File: src/rtl/cdb_arbiter.sv
// cdb_arbiter: one-entry holding register per functional unit, round-robin
// grant of one held result per cycle onto a registered common data bus.
//
// Ports:
//   clk_in, rst_in       clock, synchronous active-high reset
//   flush_in             drop all held and in-flight results
//   req_valid_in[i]      unit i presents a result
//   req_rob_ix_in        unit i ROB index at [i*PTR_SIZE +: PTR_SIZE]
//   req_value_in         unit i value at [i*32 +: 32]
//   req_dest_in          unit i dest/offset at [i*32 +: 32]
//   req_ready_out[i]     unit i holding register accepts this cycle
//   cdb_valid_out        registered broadcast valid
//   cdb_rob_ix_out       broadcast ROB index
//   cdb_value_out        broadcast value
//   cdb_dest_out         broadcast dest/offset
//   cdb_src_out          winning unit index
//   busy_out             any holding register occupied
module cdb_arbiter #(
  parameter int NUM_REQ  = 3,
  parameter int PTR_SIZE = 3,
  parameter int SRC_W    = 2
) (
  input  logic                        clk_in,
  input  logic                        rst_in,
  input  logic                        flush_in,
  input  logic [NUM_REQ-1:0]          req_valid_in,
  input  logic [NUM_REQ*PTR_SIZE-1:0] req_rob_ix_in,
  input  logic [NUM_REQ*32-1:0]       req_value_in,
  input  logic [NUM_REQ*32-1:0]       req_dest_in,
  output logic [NUM_REQ-1:0]          req_ready_out,
  output logic                        cdb_valid_out,
  output logic [PTR_SIZE-1:0]         cdb_rob_ix_out,
  output logic signed [31:0]          cdb_value_out,
  output logic signed [31:0]          cdb_dest_out,
  output logic [SRC_W-1:0]            cdb_src_out,
  output logic                        busy_out
);

  typedef struct packed {
    logic [PTR_SIZE-1:0] ix;
    logic [31:0]         val;
    logic [31:0]         dest;
  } ent_t;

  ent_t               hold_q [NUM_REQ];
  ent_t               req_ent [NUM_REQ];
  logic [NUM_REQ-1:0] hold_v;
  logic [SRC_W-1:0]   rr_ptr;

  logic [NUM_REQ-1:0] grant;
  logic [NUM_REQ-1:0] accept;
  logic               gnt_any;
  logic [SRC_W-1:0]   gnt_ix;
  logic [SRC_W-1:0]   rr_nxt;
  ent_t               gnt_ent;
  int                 idx;

  always_comb begin
    for (int i = 0; i < NUM_REQ; i++) begin
      req_ent[i].ix   = req_rob_ix_in[i*PTR_SIZE +: PTR_SIZE];
      req_ent[i].val  = req_value_in[i*32 +: 32];
      req_ent[i].dest = req_dest_in[i*32 +: 32];
    end
  end

  // Scan from rr_ptr upward with wrap; first occupied holder wins.
  always_comb begin
    grant   = '0;
    gnt_any = 1'b0;
    gnt_ix  = '0;
    gnt_ent = '0;
    idx     = 0;
    for (int k = 0; k < NUM_REQ; k++) begin
      idx = int'(rr_ptr) + k;
      if (idx >= NUM_REQ)
        idx = idx - NUM_REQ;
      for (int j = 0; j < NUM_REQ; j++) begin
        if (j == idx && hold_v[j] && !gnt_any) begin
          gnt_any  = 1'b1;
          gnt_ix   = SRC_W'(j);
          gnt_ent  = hold_q[j];
          grant[j] = 1'b1;
        end
      end
    end
  end

  always_comb begin
    rr_nxt = gnt_ix + 1'b1;
    if (int'(gnt_ix) == NUM_REQ - 1)
      rr_nxt = '0;
  end

  // A granted holder drains this edge, so it can refill in the same cycle.
  assign req_ready_out = {NUM_REQ{!flush_in}} & (~hold_v | grant);
  assign accept        = req_valid_in & req_ready_out;
  assign busy_out      = |hold_v;

  always_ff @(posedge clk_in) begin
    if (rst_in) begin
      hold_v         <= '0;
      rr_ptr         <= '0;
      cdb_valid_out  <= 1'b0;
      cdb_rob_ix_out <= '0;
      cdb_value_out  <= '0;
      cdb_dest_out   <= '0;
      cdb_src_out    <= '0;
      for (int i = 0; i < NUM_REQ; i++)
        hold_q[i] <= '0;
    end else if (flush_in) begin
      hold_v        <= '0;
      cdb_valid_out <= 1'b0;
    end else begin
      for (int i = 0; i < NUM_REQ; i++) begin
        if (accept[i]) begin
          hold_q[i] <= req_ent[i];
          hold_v[i] <= 1'b1;
        end else if (grant[i]) begin
          hold_v[i] <= 1'b0;
        end
      end
      if (gnt_any) begin
        cdb_valid_out  <= 1'b1;
        cdb_rob_ix_out <= gnt_ent.ix;
        cdb_value_out  <= gnt_ent.val;
        cdb_dest_out   <= gnt_ent.dest;
        cdb_src_out    <= gnt_ix;
        rr_ptr         <= rr_nxt;
      end else begin
        cdb_valid_out <= 1'b0;
      end
    end
  end

endmodule

File: config.mk
export PLATFORM = sky130hd
export DESIGN_NAME = cdb_arbiter
export DESIGN_NICKNAME = d
export VERILOG_FILES = /design/src/rtl/cdb_arbiter.sv
export SDC_FILE = /design/constraint.sdc
export NUM_CORES = 1
export LEC_CHECK = 0
export ABC_AREA = 0
export BUFFER_PORTS_ARGS = -buffer_cell sky130_fd_sc_hd__buf_2
export CELL_PAD_IN_SITES_DETAIL_PLACEMENT = 1
export CELL_PAD_IN_SITES_GLOBAL_PLACEMENT = 2
export CORE_MARGIN = 5
export CORE_UTILIZATION = 37
export CTS_CLUSTER_SIZE = 8
export DETAILED_ROUTE_END_ITERATION = 7
export PLACE_DENSITY_LB_ADDON = 0.1
export SYNTH_ARGS = -nofsm -noshare
export SYNTH_HDL_FRONTEND = slang
export SYNTH_SLANG_ARGS = --single-unit
File: constraint.sdc
create_clock -name clk_in -period 4.2 [get_ports clk_in]
set_input_delay 0.84 -clock clk_in [delete_from_list [all_inputs] [get_ports clk_in]]
set_output_delay 0.84 -clock clk_in [all_outputs]
set_load 0.05 [all_outputs]
==> flow_metrics.env, run 1 <==
export IMPL_critPathKind="reg2out"
export IMPL_via_count_of_the_first_global_routing_pass=15270
export IMPL_p_leak_nw=7.137
export IMPL_clock_fmax_ghz=0.2682
export IMPL_grt_antenna_before_repair=4
export IMPL_status="finished clean"
export IMPL_min_delay_start="cdb_value_out[8]$_SDFFE_PP0P_"
export IMPL_worst_setup_hold_path_clk_slew_ns=0.05
export IMPL_syn_area_mm2=0.01656
export IMPL_drc=0
export IMPL_placeableCoreArea_mm2=0.04422
export IMPL_crit_path_end_kind="primary output"
export IMPL_routabilityCongestion=0.7878
export IMPL_numPortBuffers=280
export IMPL_post_drt_via_cell_ratio=6.275
export IMPL_drt_initial_drc_count=1241
export IMPL_fp_dieW_um=221.5
export IMPL_ys_seq_elements=276
export IMPL_power_switching_share_pct=30.79
export IMPL_ys_dominant_reg_cell="sky130_fd_sc_hd__edfxtp_1"
export IMPL_total_negative_setup_slacks_ns=0
export IMPL_worst_r2r_path_depth=8
export IMPL_design_final_nets=1876
export IMPL_post_synth_inst_count=1498
export IMPL_setup_repair_after_global_routing_missed_its_margin="false"
export IMPL_floorplan_rows=77
export IMPL_cellPowerDensity_mw_per_mm2=404.7
export IMPL_cts_buffers=40
export IMPL_layout_drive_gt1_share_pct=34.24
export IMPL_fin_skew_ns=0.01758
export IMPL_required_ns=3.36
export IMPL_synth_async_sr_flop_share_pct=0
export IMPL_layout_area_overhead_vs_synth_pct=17.97
export IMPL_nFillCells=4851
export IMPL_clockRootBuffer="sky130_fd_sc_hd__clkbuf_16"
export IMPL_synth_net_count=1708
export IMPL_cts_buffer_depth=3
export IMPL_detailroute_via_count=14360
export IMPL_slew_viol_final=0
export IMPL_hold_path_class="reg2reg"
export IMPL_worstSkewPairLatency_ns=0.56
export IMPL_combinationalPowerShare_pct=18.5
export IMPL_crit_reg2reg_capture="cdb_dest_out[27]$_SDFFE_PP0P_"
export IMPL_fraction_of_the_yosys_area_taken_by_sequential_cells_pct=45.53
export IMPL_syn_mean_instance_area_um2=11.05
export IMPL_timing_max_slew_rel_slack_pct=29.16
export IMPL_yosysWarningCount=0
export IMPL_r2r_start="rr_ptr[0]$_SDFFE_PP0P_"
export IMPL_period_needed_ns=3.728
export IMPL_design_die_area_mm2=0.04908
export IMPL_cts_repair_resized=0
export IMPL_p_seq_share_pct=43.0
export IMPL_initial_core_utilization_pct=37.44
export IMPL_ioPinCount=281
export IMPL_floorplan_die_height_um=221.5
export IMPL_setup_viol=0
export IMPL_hpwlAfterDp_mm=39.14
export IMPL_grt_start_max_net_pins=126
export IMPL_internal_w=0.005470
export IMPL_htreeDepth=2
export IMPL_global_route_wire_length_before_repair_mm=96.47
export IMPL_worstPathArrival_ns=2.89
export IMPL_route_antenna_remaining_nets=0
export IMPL_dr_pass1_iters=5
export IMPL_whs_path_depth=2
export IMPL_holdWs_ns=0.4966
export IMPL_cts_tree="built"
export IMPL_cts_hold_buffers_added=0
export IMPL_total_switching_power_w=0.002434
export IMPL_grtUsageTotal_pct=25.13
export IMPL_number_of_library_cell_types_mapped_by_synthesis=55
export IMPL_total_power_w=0.007903
export IMPL_maxCapViolations=0
export IMPL_numClockSinks=276
export IMPL_finalWirelength_mm=64.53
export IMPL_worst_setup_start_kind="register"
export IMPL_post_cts_repair_setup_buffers=0
export IMPL_max_slew_worst_pin_slew_ns=1.063
export IMPL_worst_r2r_setup_slack_ns=0.69
export IMPL_final_period_utilization_pct=88.76
export IMPL_power_share_clock_pct=38.5
export IMPL_synth_edff_count=201
export IMPL_hold_viol=0
export IMPL_post_drt_wl_per_cell_um=28.19
export IMPL_grt_overflow_total=0
export IMPL_vdd_drop_max_v=0.0001817
export IMPL_min_to="cdb_value_out[8]$_SDFFE_PP0P_"
export IMPL_critPathMaxFanout=50
layout make-up:
class	count	area [um2]	share of cell area [%]
clock buffers	69	1131	5.791
multi-input cells	1017	8189	41.93
inverters	6	22.52	0.1153
flip-flops and latches	276	7548	38.65
repair buffers	325	1887	9.660
diodes	3	7.507	0.03844
clock inverters	1	5.005	0.02562
well taps	592	740.7	3.792
layer usage:
| layer | global-route usage (%) | wire length [um] | up-vias |
|---|---|---|---|
| met2 | 39.56 | 29680 | 630 |
| met1 | 34.26 | 28250 | 7231 |
| met4 | 9.803 | 2205 | 0 |
| met3 | 5.071 | 4405 | 131 |
| li1 | - | - | 6371 |
| met5 | 0 | 0 | - |
through the flow:
step / worst slack, ns / util [%] / cell area [um2] / std cells
2_1_floorplan: 0.1466 / - / 16560 / 1498
3_3_place_gp: 0.7321 / 41.58 / 18390 / 2216
3_5_place_dp: 0.6901 / 41.58 / 18390 / 2216
4_1_cts: 0.3605 / 44.15 / 19520 / 2286
5_1_grt: 0.3086 / 44.17 / 19530 / 2289
6_report: 0.4720 / 44.17 / 19530 / 2289
how the worst max path moves through the flow:
stage,start,end,slack (ns)
after floorplan,rr_ptr[0]$_SDFFE_PP0P_,hold_q[0][134]$_SDFFCE_PN0P_,0.15
final,rr_ptr[0]$_SDFFE_PP0P_,req_ready_out[1],0.47
after CTS,rr_ptr[0]$_SDFFE_PP0P_,req_ready_out[1],0.36
after global routing,rr_ptr[0]$_SDFFE_PP0P_,req_ready_out[1],0.31
after global placement,rr_ptr[0]$_SDFFE_PP0P_,cdb_dest_out[27]$_SDFFE_PP0P_,0.73
after detailed placement,rr_ptr[0]$_SDFFE_PP0P_,hold_q[0][16]$_SDFFCE_PN0P_,0.69
kinds of logic after synthesis:
logic type      Yosys count  share of synthesized area [%]
buf+inv                 205                          5.812
flops                   276                          45.53
simple gates            480                          22.72
fa+ha+maj                 3                         0.2267
compound gates          534                          25.72
sequential cells by signal, summed over array words and instances (netlist names):
signal,cells
hold_q,201
cdb_value_out,32
cdb_dest_out,32
hold_v,3
cdb_rob_ix_out,3
cdb_src_out,2
cdb_valid_out,1
rr_ptr,2
layout by cell type, fill, tap and decap left out, types with 6 or more instances in the layout:
| cell | count |
|---|---|
| sky130_fd_sc_hd__o21a_1 | 59 |
| sky130_fd_sc_hd__a32o_1 | 15 |
| sky130_fd_sc_hd__a21o_1 | 10 |
| sky130_fd_sc_hd__o211ai_1 | 50 |
| sky130_fd_sc_hd__and3_1 | 16 |
| sky130_fd_sc_hd__nand3b_1 | 7 |
| sky130_fd_sc_hd__a2bb2oi_1 | 50 |
| sky130_fd_sc_hd__buf_12 | 11 |
| sky130_fd_sc_hd__a22oi_1 | 7 |
| sky130_fd_sc_hd__inv_1 | 6 |
| sky130_fd_sc_hd__nand3_1 | 63 |
| sky130_fd_sc_hd__o21ai_0 | 12 |
| sky130_fd_sc_hd__buf_4 | 34 |
| sky130_fd_sc_hd__nand4_1 | 9 |
| sky130_fd_sc_hd__nand2_1 | 77 |
| sky130_fd_sc_hd__a21oi_1 | 53 |
| sky130_fd_sc_hd__a32oi_1 | 56 |
| sky130_fd_sc_hd__a311oi_1 | 54 |
| sky130_fd_sc_hd__o311ai_0 | 6 |
| sky130_fd_sc_hd__nor3b_2 | 190 |
| sky130_fd_sc_hd__clkbuf_1 | 28 |
| sky130_fd_sc_hd__nand2b_1 | 6 |
| sky130_fd_sc_hd__dfxtp_1 | 72 |
| sky130_fd_sc_hd__a311o_1 | 6 |
| sky130_fd_sc_hd__a2111oi_0 | 18 |
| sky130_fd_sc_hd__o221ai_1 | 50 |
| sky130_fd_sc_hd__buf_2 | 279 |
| sky130_fd_sc_hd__nor3b_1 | 12 |
| sky130_fd_sc_hd__clkbuf_16 | 41 |
| sky130_fd_sc_hd__nor2_1 | 76 |
| sky130_fd_sc_hd__o41ai_1 | 6 |
| sky130_fd_sc_hd__a31oi_1 | 13 |
| sky130_fd_sc_hd__a22o_1 | 50 |
| sky130_fd_sc_hd__edfxtp_1 | 201 |
cells in the mapped netlist, drive strengths merged (18+ instances only):
master	count	area [um2]
a21oi	53	265.3
nor3b	202	2467
a2111oi	18	157.7
a2bb2oi	50	437.9
o211ai	50	375.4
buf	58	410.4
dfxtp	75	1501
a311oi	55	481.7
a22o	50	437.9
clkbuf	141	529.3
nand2	78	292.8
o221ai	50	437.9
a32oi	56	490.5
nor2	76	285.3
nand3	65	325.3
edfxtp	201	6036
o21a	59	442.9
power groups by stage:
stage | clock network (W) | registers (W) | logic [W]
6_report | 0.00304 | 0.00340 | 0.00147
5_1_grt | 0.00322 | 0.00342 | 0.00156
2_1_floorplan | 0 | 0.00356 | 0.000803
4_1_cts | 0.00311 | 0.00339 | 0.00147
3_3_place_gp | 0 | 0.00344 | 0.00145
3_5_place_dp | 0 | 0.00344 | 0.00147
worst max-delay path, cell delays in order, from the launching register on:
cell and delay [ns]:
sky130_fd_sc_hd__dfxtp_1 0.34, sky130_fd_sc_hd__inv_1 0.11, sky130_fd_sc_hd__ha_4 0.64, sky130_fd_sc_hd__nor2b_1 0.42
sky130_fd_sc_hd__nand4_1 0.22, sky130_fd_sc_hd__a31oi_1 0.29, sky130_fd_sc_hd__buf_2 0.32
No activity file was read; power rests on OpenSTA's default activity.
==> run 2: changes to the inputs <==
--- a/config.mk
+++ b/config.mk
@@ -10,7 +10,8 @@
 export CELL_PAD_IN_SITES_DETAIL_PLACEMENT = 1
 export CELL_PAD_IN_SITES_GLOBAL_PLACEMENT = 2
 export CORE_MARGIN = 5
-export CORE_UTILIZATION = 37
+export CORE_UTILIZATION = 38
+export CTS_BUF_LIST = sky130_fd_sc_hd__clkbuf_8
 export CTS_CLUSTER_SIZE = 8
 export DETAILED_ROUTE_END_ITERATION = 7
 export PLACE_DENSITY_LB_ADDON = 0.1
==> flow_metrics.env, run 2 (synthesis gave the netlist of run 1 again) <==
export IMPL_status="finished clean"
export IMPL_hpwlAfterDp_mm=38.76
export IMPL_setup_viol=0
export IMPL_via_count_of_the_first_global_routing_pass=15230
export IMPL_slew_viol_final=0
export IMPL_critPathMaxFanout=50
export IMPL_design_final_nets=1888
export IMPL_postLayoutCellArea_mm2=0.01951
export IMPL_fp_dieW_um=218.7
export IMPL_setup_worst_path_start="rr_ptr[0]$_SDFFE_PP0P_"
export IMPL_drt_initial_drc_count=1118
export IMPL_critPathKind="reg2out"
export IMPL_post_cts_repair_setup_buffers=0
export IMPL_worst_setup_start_kind="register"
export IMPL_dp_cells=2209
export IMPL_crit_path_end_kind="primary output"
export IMPL_floorplan_die_height_um=218.7
export IMPL_required_ns=3.36
export IMPL_grtUsageTotal_pct=26.03
export IMPL_post_drt_wl_per_cell_um=27.66
export IMPL_reg_top3="hold_q: 201 flops, cdb_dest_out: 32 flops, cdb_value_out: 32 flops"
export IMPL_drc=0
export IMPL_total_negative_setup_slacks_ns=0
export IMPL_nFillCells=4722
export IMPL_top_register="hold_q"
export IMPL_floorplan_rows=76
export IMPL_timing_critical_path_slowest_stage_cell="sky130_fd_sc_hd__or4_1"
export IMPL_worstPathArrival_ns=2.90
export IMPL_grt_overflow_total=0
export IMPL_holdWs_ns=0.4486
export IMPL_placeableCoreArea_mm2=0.04308
export IMPL_layout_drive_gt1_share_pct=35.66
export IMPL_fin_skew_ns=0.02149
export IMPL_worst_path_largest_cell_delay_ns=0.50
export IMPL_hold_path_class="in2reg"
export IMPL_cts_tree="built"
export IMPL_post_drt_via_cell_ratio=6.212
export IMPL_layout_area_overhead_vs_synth_pct=17.84
export IMPL_cts_buffer_depth=3
export IMPL_cts_buffers=52
export IMPL_numClockSinks=276
export IMPL_min_delay_start="req_valid_in[0]"
export IMPL_initial_core_utilization_pct=38.43
export IMPL_vdd_drop_max_v=0.0001890
export IMPL_global_route_wire_length_before_repair_mm=95.53
export IMPL_p_leak_nw=7.220
export IMPL_ioPinCount=281
export IMPL_maxCapViolations=0
export IMPL_fin_util_pct=45.29
export IMPL_grt_antenna_before_repair=4
export IMPL_number_of_flip_flops_in_the_largest_register=201
export IMPL_timing_max_slew_rel_slack_pct=19.02
export IMPL_route_antenna_remaining_nets=0
export IMPL_numPortBuffers=280
export IMPL_cts_repair_resized=0
export IMPL_final_period_utilization_pct=89.06
export IMPL_max_slew_worst_pin_slew_ns=1.212
export IMPL_period_needed_ns=3.740
export IMPL_setup_repair_after_global_routing_missed_its_margin="false"
export IMPL_path_cells="inv_1 > ha_4 > o21a_1 > or4_1 > and3_1 > nor2_1 > buf_2"
export IMPL_final_cell_mix="sky130_fd_sc_hd__buf_2, sky130_fd_sc_hd__edfxtp_1, sky130_fd_sc_hd__nor3b_2"
export IMPL_routabilityCongestion=0.7858
export IMPL_grt_start_max_net_pins=107
export IMPL_dr_pass1_iters=5
export IMPL_hold_viol=0
export IMPL_finalWirelength_mm=63.86
export IMPL_worst_setup_hold_path_clk_slew_ns=0.06
export IMPL_htreeDepth=2
export IMPL_detailroute_via_count=14340
export IMPL_clockRootBuffer="sky130_fd_sc_hd__clkbuf_8"
export IMPL_layout_cells_non_filler=2309
export IMPL_cts_hold_buffers_added=0
export IMPL_placed_cell_area_mm2=0.01843
export IMPL_clock_fmax_ghz=0.2673
export IMPL_cellPowerDensity_mw_per_mm2=388.8
export IMPL_r2r_start="rr_ptr[0]$_SDFFE_PP0P_"
export IMPL_worstSkewPairLatency_ns=0.64
export IMPL_layout_cells_most_common="sky130_fd_sc_hd__buf_2"
export IMPL_design_die_area_mm2=0.04784
## run 2: final cells by class
cell class                 count  area (um2)  area share (%)
inverter                       6       22.52          0.1154
clock inverter                31       157.7          0.8081
timing repair buffer         325        1937           9.928
sequential                   276        7548           38.69
tap                          585       732.0           3.752
multi-input combinational   1017        8185           41.95
antenna                        2       5.005         0.02565
clock buffer                  67       922.1           4.726
## run 2: layer usage
layer  track usage [%]  vias to the layer above  wire, um  part of all wire, %
met5                 0                        -         0                    0
met1             35.20                     7252     27600                   43
met3             4.045                      117      4188                  6.6
met2             42.30                      584     30300                   47
li1                  -                     6390         -                    -
met4             9.797                        0      1776                  2.8
## run 2: where the power goes
group | total, W | internal [W] | switching (W)
logic | 0.00147 | 0.000479 | 0.000990
clock network | 0.00272 | 0.00149 | 0.00123
registers | 0.00339 | 0.00319 | 0.000209
total | 0.00759 | 0.00515 | 0.00243
## run 2: critical path: cells and delay by family, from the launching register on
family	cells	cell delay, ns
compound gates	1	0.33
fa+ha+maj	1	0.38
buf+inv	2	0.36
flops	1	0.39
simple gates	3	0.81
## run 2: path summary, 6_finish.rpt
| kind | to | slack (ns) | cells after the start |
|---|---|---|---|
| worst max-delay path | req_ready_out[0] | 0.46 | 7 |
| worst min-delay path | hold_v[0]$_SDFFE_PP0P_ | 0.45 | 2 |
| worst max register to register | hold_q[0][3]$_SDFFCE_PN0P_ | 0.71 | 9 |
| worst min register to register | cdb_value_out[23]$_SDFFE_PP0P_ | 0.49 | 2 |
## run 2: stage by stage
step	setup WS (ns)	power, W
CTS	0.3742	0.007678
global placement	0.8205	0.004895
detailed placement	0.7494	0.004920
finish	0.4596	0.007586
floorplan	0.1466	0.004361
global route	0.2209	0.007914
